[src/rtl/chip8_pkg.sv]
// Shared types and widths for the CHIP-8 keypad consumer block.
package chip8_pkg;

    localparam int unsigned KEY_W = 4;
    localparam int unsigned CNT_W = 4;

    typedef enum logic [1:0] {
        KEY_OP_TEST   = 2'd0,
        KEY_OP_WAIT   = 2'd1,
        KEY_OP_CANCEL = 2'd2,
        KEY_OP_RSVD   = 2'd3
    } key_op_t;

    typedef enum logic [1:0] {
        ST_IDLE         = 2'd0,
        ST_RESP         = 2'd1,
        ST_WAIT_PRESS   = 2'd2,
        ST_WAIT_RELEASE = 2'd3
    } key_ctrl_state_t;

    typedef struct packed {
        logic             valid;
        logic [KEY_W-1:0] key;
    } scan_sample_t;

endpackage

[src/rtl/chip8_key_debounce.sv]
// Debounces the per-scan key result: the output follows a scan value only after
// DEBOUNCE_SCANS consecutive identical scans.
module chip8_key_debounce
    import chip8_pkg::*;
#(
    parameter int unsigned DEBOUNCE_SCANS = 4
) (
    input  logic             clk_in,
    input  logic             rst_n_in,
    input  logic             scan_strobe_in,
    input  logic             scan_valid_in,
    input  logic [KEY_W-1:0] scan_key_in,
    output logic             db_valid_out,
    output logic [KEY_W-1:0] db_key_out
);

    localparam logic [CNT_W-1:0] LP_MAX = CNT_W'(DEBOUNCE_SCANS);

    scan_sample_t     w_sample;
    scan_sample_t     r_cand;
    logic [CNT_W-1:0] r_cnt;
    logic [CNT_W-1:0] w_cnt_next;
    logic             r_db_valid;
    logic [KEY_W-1:0] r_db_key;

    // Key number is masked when no single key is pressed so "no key" scans compare equal.
    always_comb begin
        w_sample.valid = scan_valid_in;
        w_sample.key   = scan_valid_in ? scan_key_in : '0;
        if (w_sample == r_cand) begin
            w_cnt_next = (r_cnt >= LP_MAX) ? LP_MAX : r_cnt + CNT_W'(1);
        end else begin
            w_cnt_next = CNT_W'(1);
        end
    end

    always_ff @(posedge clk_in or negedge rst_n_in) begin
        if (!rst_n_in) begin
            r_cand     <= '0;
            r_cnt      <= '0;
            r_db_valid <= 1'b0;
            r_db_key   <= '0;
        end else if (scan_strobe_in) begin
            r_cand <= w_sample;
            r_cnt  <= w_cnt_next;
            if (w_cnt_next == LP_MAX) begin
                r_db_valid <= w_sample.valid;
                if (w_sample.valid) begin
                    r_db_key <= w_sample.key;
                end
            end
        end
    end

    assign db_valid_out = r_db_valid;
    assign db_key_out   = r_db_key;

endmodule

[src/rtl/chip8_key_ctrl.sv]
// CHIP-8 key instruction server: debounced keypad state plus TEST / WAIT / CANCEL
// request handling toward the CPU execute stage.
module chip8_key_ctrl
    import chip8_pkg::*;
#(
    parameter int unsigned DEBOUNCE_SCANS  = 4,
    parameter bit          WAIT_ON_RELEASE = 1'b1
) (
    input  logic             clk_in,
    input  logic             rst_n_in,
    input  logic             scan_strobe_in,
    input  logic             scan_valid_in,
    input  logic [KEY_W-1:0] scan_key_in,
    input  logic             req_valid_in,
    output logic             req_ready_out,
    input  logic [1:0]       req_op_in,
    input  logic [KEY_W-1:0] req_key_in,
    output logic             resp_valid_out,
    input  logic             resp_ready_in,
    output logic             resp_pressed_out,
    output logic [KEY_W-1:0] resp_key_out,
    output logic             busy_out,
    output logic             db_valid_out,
    output logic [KEY_W-1:0] db_key_out
);

    key_ctrl_state_t  r_state;
    logic             r_armed;
    logic             r_req_ready;
    logic             r_resp_valid;
    logic             r_resp_pressed;
    logic [KEY_W-1:0] r_resp_key;
    logic             r_busy;
    logic             w_db_valid;
    logic [KEY_W-1:0] w_db_key;
    key_op_t          w_op;
    logic             w_accept;
    logic             w_cancel;

    chip8_key_debounce #(
        .DEBOUNCE_SCANS(DEBOUNCE_SCANS)
    ) u_debounce (
        .clk_in        (clk_in),
        .rst_n_in      (rst_n_in),
        .scan_strobe_in(scan_strobe_in),
        .scan_valid_in (scan_valid_in),
        .scan_key_in   (scan_key_in),
        .db_valid_out  (w_db_valid),
        .db_key_out    (w_db_key)
    );

    assign w_op     = key_op_t'(req_op_in);
    assign w_accept = req_valid_in & r_req_ready;
    assign w_cancel = req_valid_in & (w_op == KEY_OP_CANCEL);

    // Requests see the debounced state as it stands before any same-cycle scan update.
    always_ff @(posedge clk_in or negedge rst_n_in) begin
        if (!rst_n_in) begin
            r_state        <= ST_IDLE;
            r_armed        <= 1'b0;
            r_req_ready    <= 1'b0;
            r_resp_valid   <= 1'b0;
            r_resp_pressed <= 1'b0;
            r_resp_key     <= '0;
            r_busy         <= 1'b0;
        end else begin
            case (r_state)
                ST_IDLE: begin
                    r_req_ready <= 1'b1;
                    if (w_accept) begin
                        unique case (w_op)
                            KEY_OP_WAIT: begin
                                r_state     <= ST_WAIT_PRESS;
                                r_req_ready <= 1'b0;
                                r_busy      <= 1'b1;
                                r_armed     <= ~w_db_valid;
                            end
                            KEY_OP_CANCEL: begin
                                r_state <= ST_IDLE;
                            end
                            default: begin
                                r_state        <= ST_RESP;
                                r_req_ready    <= 1'b0;
                                r_resp_valid   <= 1'b1;
                                r_resp_pressed <= w_db_valid & (w_db_key == req_key_in);
                                r_resp_key     <= req_key_in;
                            end
                        endcase
                    end
                end
                // A key already held when the wait began must be released before it can count.
                ST_WAIT_PRESS: begin
                    if (w_cancel) begin
                        r_state     <= ST_IDLE;
                        r_busy      <= 1'b0;
                        r_req_ready <= 1'b1;
                        r_armed     <= 1'b0;
                    end else if (!w_db_valid) begin
                        r_armed <= 1'b1;
                    end else if (r_armed) begin
                        r_resp_key     <= w_db_key;
                        r_resp_pressed <= 1'b1;
                        if (WAIT_ON_RELEASE) begin
                            r_state <= ST_WAIT_RELEASE;
                        end else begin
                            r_state      <= ST_RESP;
                            r_busy       <= 1'b0;
                            r_resp_valid <= 1'b1;
                        end
                    end
                end
                ST_WAIT_RELEASE: begin
                    if (w_cancel) begin
                        r_state     <= ST_IDLE;
                        r_busy      <= 1'b0;
                        r_req_ready <= 1'b1;
                        r_armed     <= 1'b0;
                    end else if (!w_db_valid) begin
                        r_state      <= ST_RESP;
                        r_busy       <= 1'b0;
                        r_resp_valid <= 1'b1;
                    end
                end
                ST_RESP: begin
                    if (resp_ready_in) begin
                        r_state      <= ST_IDLE;
                        r_resp_valid <= 1'b0;
                        r_req_ready  <= 1'b1;
                        r_armed      <= 1'b0;
                    end
                end
                default: begin
                    r_state     <= ST_IDLE;
                    r_busy      <= 1'b0;
                    r_req_ready <= 1'b1;
                end
            endcase
        end
    end

    assign req_ready_out    = r_req_ready;
    assign resp_valid_out   = r_resp_valid;
    assign resp_pressed_out = r_resp_pressed;
    assign resp_key_out     = r_resp_key;
    assign busy_out         = r_busy;
    assign db_valid_out     = w_db_valid;
    assign db_key_out       = w_db_key;

endmodule

[config.mk]
export PLATFORM = sky130hd
export DESIGN_NAME = chip8_key_ctrl
export DESIGN_NICKNAME = d
export VERILOG_FILES = /design/src/rtl/chip8_pkg.sv /design/src/rtl/chip8_key_debounce.sv /design/src/rtl/chip8_key_ctrl.sv
export SDC_FILE = /design/constraint.sdc
export NUM_CORES = 1
export LEC_CHECK = 0
export ABC_AREA = 1
export ABC_CLOCK_PERIOD_IN_PS = 2930
export CAP_MARGIN = 15
export CORE_MARGIN = 1.5
export CORE_UTILIZATION = 46
export CTS_CLUSTER_SIZE = 30
export DETAILED_ROUTE_END_ITERATION = 10
export PLACE_DENSITY = 0.73
export RECOVER_POWER = 25
export SETUP_SLACK_MARGIN = 0.05
export SLEW_MARGIN = 15
export SYNTH_ARGS = -nofsm -noshare
export SYNTH_HDL_FRONTEND = slang
export SYNTH_SLANG_ARGS = --single-unit
[constraint.sdc]
create_clock -name clk_in -period 2.93 [get_ports clk_in]
set_input_delay 0.586 -clock clk_in [delete_from_list [all_inputs] [get_ports clk_in]]
set_output_delay 0.586 -clock clk_in [all_outputs]
set_load 0.1 [all_outputs]
# Word level (Yosys, flattened, before mapping)
# Index checks and enable logic that the tools add are counted.
[totals] reg_bits=25 latch_bits=0 mem_bits_rw=0 mem_bits_ro=0 out_inout_bits=13 n_memories=0
[op_classes] add_sub_neg=1 multipliers=0 div_mod_pow=0 order_cmp=1 eq_ne=24 shift=0 mux=45 bitwise=5 reduce_logical=13
[op_table] operator="4-bit 2-to-1 mux" count=8
[op_table] operator="1-bit 2-to-1 mux" count=22
[op_table] operator="2-bit != test, second input constant" count=9
[op_table] operator="5-bit AND reduction" count=3
[op_table] operator="2-bit 2-to-1 mux" count=7
[op_table] operator="6-bit AND reduction" count=2
[op_table] operator="3-bit != test, second input constant" count=3
[op_table] operator="1-bit one-hot mux with 3 select lines" count=3
[op_table] operator="2-bit one-hot mux with 4 select lines" count=1
[op_table] operator="4-bit one-hot mux with 2 select lines" count=1
[op_table] operator="2-bit equality test, second input constant" count=3
[op_table] operator="2-bit by 1-bit != test with 1-bit output, second input constant" count=3
[op_table] operator="5-bit equality test" count=1
[op_table] operator="4-bit by 1-bit adder with 4-bit output, second input constant" count=1
[op_table] operator="2-bit by 1-bit equality test with 1-bit output, second input constant" count=2
[op_table] operator="4-bit by 3-bit equality test with 1-bit output, second input constant" count=1
[op_table] operator="4-bit equality test" count=1
[op_table] operator="4-bit by 3-bit >= comparator with 1-bit output, second input constant" count=1
[op_table] operator="1-bit one-hot mux with 4 select lines" count=1
[op_table] operator="2-bit one-hot mux with 2 select lines" count=1
[op_table] operator="2-bit AND reduction" count=2
[op_table] operator="2-bit OR reduction" count=2
[op_table] operator="1-bit AND" count=3
[op_table] operator="3-bit by 2-bit != test with 1-bit output, second input constant" count=1
[op_table] operator="6 further kinds" count=7

# Longest topological paths before layout
[depth] ltp_word=5 mapped_depth=12 mapped_depth_nobuf=11

# Hierarchy
# From an unflattened synthesis, not the netlist that was laid out.
[unflattened] hier_cells=217 area_unflattened_um2=1580.3
[by_module_without_submodules] mod="chip8_key_debounce" instances=1 cells_each=104 area_each_um2=797.0 seq_area_each_um2=350.3
[by_module_without_submodules] mod="chip8_key_ctrl" instances=1 cells_each=113 area_each_um2=783.3 seq_area_each_um2=275.3

# Worst setup path before layout
# Ideal clock, no wire load.
[synth_path] path_kind="reg2reg" from="register u_debounce.r_db_valid, in the netlist u_debounce.db_valid_out" to="register r_resp_pressed, in the netlist resp_pressed_out" arrival_ns=1.742 required_time_ns=2.809 path_slack_ns=1.066 stages_incl_launch_ff=8 synth_period_minus_slack_ns=1.864 path_cell_list="dfrtp_1 -> nand2_1 -> nor2_1 -> a21oi_1 -> nor2_4 -> nand2_1 -> o22ai_1 -> inv_1"
[synth_between] elab_chain_cells=4 word_cells_on_any_way=6 classes_between="eq/ne: 1; mux: 3; bitwise: 1; reduce/logical: 1"
[synth_lines] item="start, declared" line="chip8_key_debounce.sv:23" rtl="logic r_db_valid;"
[synth_lines] item="start signal, assigned" line="chip8_key_debounce.sv:47" rtl="r_db_valid <= w_sample.valid;"
[synth_lines] item="1-bit AND" line="chip8_key_ctrl.sv:85" rtl="r_resp_pressed <= w_db_valid & (w_db_key == req_key_in);"
[synth_lines] item="1-bit 2-to-1 mux" line="chip8_key_ctrl.sv:71" rtl="unique case (w_op)"
[synth_lines] item="1-bit 2-to-1 mux" line="chip8_key_ctrl.sv:70" rtl="if (w_accept) begin"
[synth_lines] item="1-bit one-hot mux with 2 select lines" line="chip8_key_ctrl.sv:67" rtl="case (r_state)"
[synth_lines] item="end signal, assigned" line="chip8_key_ctrl.sv:85"
[synth_lines] item="end, declared" line="chip8_key_ctrl.sv:31" rtl="logic r_resp_pressed;"
# Several ways; a longest one is shown, not always the timed one. The select of a mux whose other input is x is not followed.
# A chain may end at the register's enable or synchronous reset.

# Worst setup path after layout
[layout_path] from="input port scan_valid_in" to="register u_debounce.r_db_valid, in the netlist u_debounce.db_valid_out"
[layout_between] elab_chain_cells=5
[layout_lines] item="start, declared" line="chip8_key_ctrl.sv:12" rtl="input logic scan_valid_in,"
[layout_lines] item="4-bit 2-to-1 mux" line="chip8_key_debounce.sv:29" rtl="w_sample.key = scan_valid_in ? scan_key_in : '0;"
[layout_lines] item="5-bit equality test" line="chip8_key_debounce.sv:30" rtl="if (w_sample == r_cand) begin"
[layout_lines] item="4-bit 2-to-1 mux" line="chip8_key_debounce.sv:30"
[layout_lines] item="4-bit by 3-bit equality test with 1-bit output" line="chip8_key_debounce.sv:46" rtl="if (w_cnt_next == LP_MAX) begin"
[layout_lines] item="2-bit AND reduction (no line)"
# Several ways; a longest one is shown, not always the timed one.

==> flow_summary.ini <==
[outcome]
result_of_the_run = finished clean

[sta]
final-setup-viol-count = 0
max_slew.worst_pin.slew_ns = 1.33
timing_hold_violations_final = 0
setup_ws_ns = 0.932
final_min_period_over_clock_period_pct = 68.2
finalWorstPathRequiredPeriod_ns = 2.00
setup_total_negative_slack_ns = 0
slew_headroom_pct = 11.4
drv_slew = 0
achievable-frequency_mhz = 501
final.setup_skew_ns = 0.00432
unrepaired_setup_endpoints_after_global_routing = false
whs_ns = 0.496

[clock_network]
cts-buffers-inserted = 3
postCtsSetupRepairBufs = 0
cts.htree.levels = 1
cts_hold_repair.buffers = 0
clock_tree_from_tritoncts = done
clkSlewWorstSetupHoldPaths_ns = 0.13
worst_skew_pair.late_latency_ns = 0.31
cts.repair.resized = 0
ctsLongestPathBuffers = 2
tritoncts_num_sinks = 25
cts.root.buffer_cell = clkbuf_4

[floorplan]
floorplan.die_area_sq_um = 3580
rows = 20
die_width_microns = 59.8
io_pins = 29
die_height_microns = 59.8
start_util_pct = 48.6
fp.coreArea_sq_um = 3050

[min_path]
hold_class = flop to flop

[detailed_routing]
met2RoutedLength_microns = 1330
dr.max_layer_used = met4
detailedRoute.firstPassIterationCount = 4
totalWireLength_microns = 2720
ant_nets = 0
remaining_drc_errors = 0
routed-via-count = 1279
detail_route.wl_per_cell_microns = 10.2
met3_length_microns = 144
detail_route.wirelength.met1_microns = 1240
initialDrtViolationCount = 58
detail_route.vias_per_cell = 4.77

[setup_path]
critPathRequiredTime_ns = 3.15
slowest_stage = clkdlybuf4s50_1
setup.worst_path.end_class = flop
cp_common_cell = nand2_1
path_max_fanout = 9
worst-setup-path-type = input pin to flop
crit_path_max_incr_delay_ns = 0.74
worstPathArrival_ns = 2.22
worst_setup_path_start_kind = input pin
path_cells = clkdlybuf4s50_1 > nand2_2 > nand2_1 > nand2_1 > nor2_4 > nand3_4 > nor3_4 > nand2_1 > nand2_1 > nand2_1

[yosys]
synth.yosys.warnings = 0
synth.lib_cells_used.distinct = 29
mappedNetlistArea_sq_um = 1480
synthesis.nets = 213
synth-seq-cells = 25
synth-seq-area-share_pct = 42.2
post_synth.cell_area_avg_sq_um = 7.69
post_synthesis_cells = 193

[flow_run]
total_of_max_cap_violations = 0

[grt]
antenna_violations_before_repair = 0
grt_start_max_net_pins = 26
grt_util_all_layers_pct = 17.1
grt_first_pass_wirelength_microns = 4710
grt-ovfl-total = 0
vias_in_the_first_global_route = 1160

[placed_design]
place_hpwl_microns = 2200
dp_worst_setup_slack_ns = 0.562
gp_routability_congestion = 0.825
dpl-instance-area_sq_um = 1780
port-buffer-count = 28

[pwr]
vdd.ir_drop.worst_mv = 0.368
cellLeakagePower_nw = 0.911
p_per_area_nw_per_um2 = 1020

[cells_and_area]
layout_overhead_on_the_synthesized_area_pct = 21.4
most_frequent_standard_cell_in_the_layout_excluding_fill_and_tap_cells = nand2_1
final_cell_area_sq_um = 1800
final_core_util_pct = 59.0
layout-drive-gt1-share_pct = 15.2
layout.cells.most_common_list = 59 x nand2_1, 26 x inv_1, 25 x dfrtp_1, 19 x nor2_1, 14 x clkdlybuf4s50_1
antenna-diode-count = 0
design.final.nets = 245
metal layers:
layer,vias to the layer above,global-route usage (%)
li1,674,-
met1,570,22.7
met2,33,28.1
met3,2,1.95
met4,0,6.98
met5,-,0
flip-flops by register name, indices dropped and copies added, names as in the netlist:
| name | count |
|---|---|
| busy_out | 1 |
| r_armed | 1 |
| r_state | 2 |
| req_ready_out | 1 |
| resp_key_out | 4 |
| resp_pressed_out | 1 |
| resp_valid_out | 1 |
| u_debounce.db_key_out | 4 |
| u_debounce.db_valid_out | 1 |
| u_debounce.r_cand | 5 |
| u_debounce.r_cnt | 4 |
through the flow:
step / instances / total power, mW
3_3_place_gp: 264 / 1.68
4_1_cts: 268 / 1.85
6_report: 268 / 1.84
2_1_floorplan: 193 / 1.45
5_1_grt: 268 / 1.97
3_5_place_dp: 264 / 1.70
report_power, final:
group	leakage (nW)	total, mW	switching [mW]	internal [mW]
logic	0.587	1.14	0.874	0.270
clock network	0.0150	0.152	0.0992	0.0531
registers	0.308	0.539	0.0880	0.451
Yosys cell counts:
master / number / area share (%)
xor2_1: 1 / 0.59
o21bai_1: 1 / 0.51
nand4_1: 1 / 0.42
ha_1: 4 / 3.4
clkbuf_1: 1 / 0.25
nand3_1: 6 / 2.0
or2_2: 2 / 0.84
o21ai_0: 12 / 4.0
a21oi_1: 3 / 1.0
inv_2: 3 / 0.76
o21ai_1: 1 / 0.34
a31oi_1: 4 / 1.7
a211oi_1: 1 / 0.51
inv_1: 26 / 6.6
nand3b_1: 4 / 2.0
o22ai_1: 3 / 1.3
nand2_4: 1 / 0.76
nor2_1: 19 / 4.8
nor4_1: 1 / 0.42
nand2_2: 4 / 1.7
dfrtp_1: 25 / 42
nand4_2: 1 / 0.84
buf_6: 1 / 0.76
nand4_4: 1 / 1.4
nor2_4: 4 / 3.0
nand3_4: 1 / 1.2
nor3_4: 1 / 1.1
nand2_1: 59 / 15
nor3_1: 2 / 0.67
worst paths after layout:
path | to | depth (start not counted) | startpoint | slack, ns
max in group asynchronous | u_debounce.db_key_out[3] | 2 | rst_n_in | 1.08
min reg2reg | r_armed | 2 | r_armed | 0.50
min in group asynchronous | resp_key_out[1] | 2 | rst_n_in | 1.07
min | r_armed | 2 | r_armed | 0.50
max reg2reg | resp_pressed_out | 6 | r_state[1] | 1.46
max | u_debounce.db_valid_out | 10 | scan_valid_in | 0.93
cell families (layout without fill, tap and decap cells):
kind of cell | after synthesis | after routing | share of synthesized area [%]
buffers and inverters | 31 | 62 | 8.35
adders and majority gates | 4 | 4 | 3.37
and+or+nand+nor | 107 | 107 | 36.2
xor gates and xnor gates | 1 | 1 | 0.590
AOI/OAI and AO/OA | 25 | 25 | 9.36
DFF | 25 | 25 | 42.2
area by class of cell:
cell class                 instances  area [sq um]
multi-input combinational        137           734
fill                             302          1250
timing repair buffer              29           251
inverter                          29           109
sequential                        25           626
tap                               44          55.1
clock buffer                       4          26.3
worst max-delay path, delay by kind of cell:
family / cells / cell delay (ns)
buf+inv: 1 / 0.74
simple gates: 9 / 0.89
(Power assumes the default switching activity.)
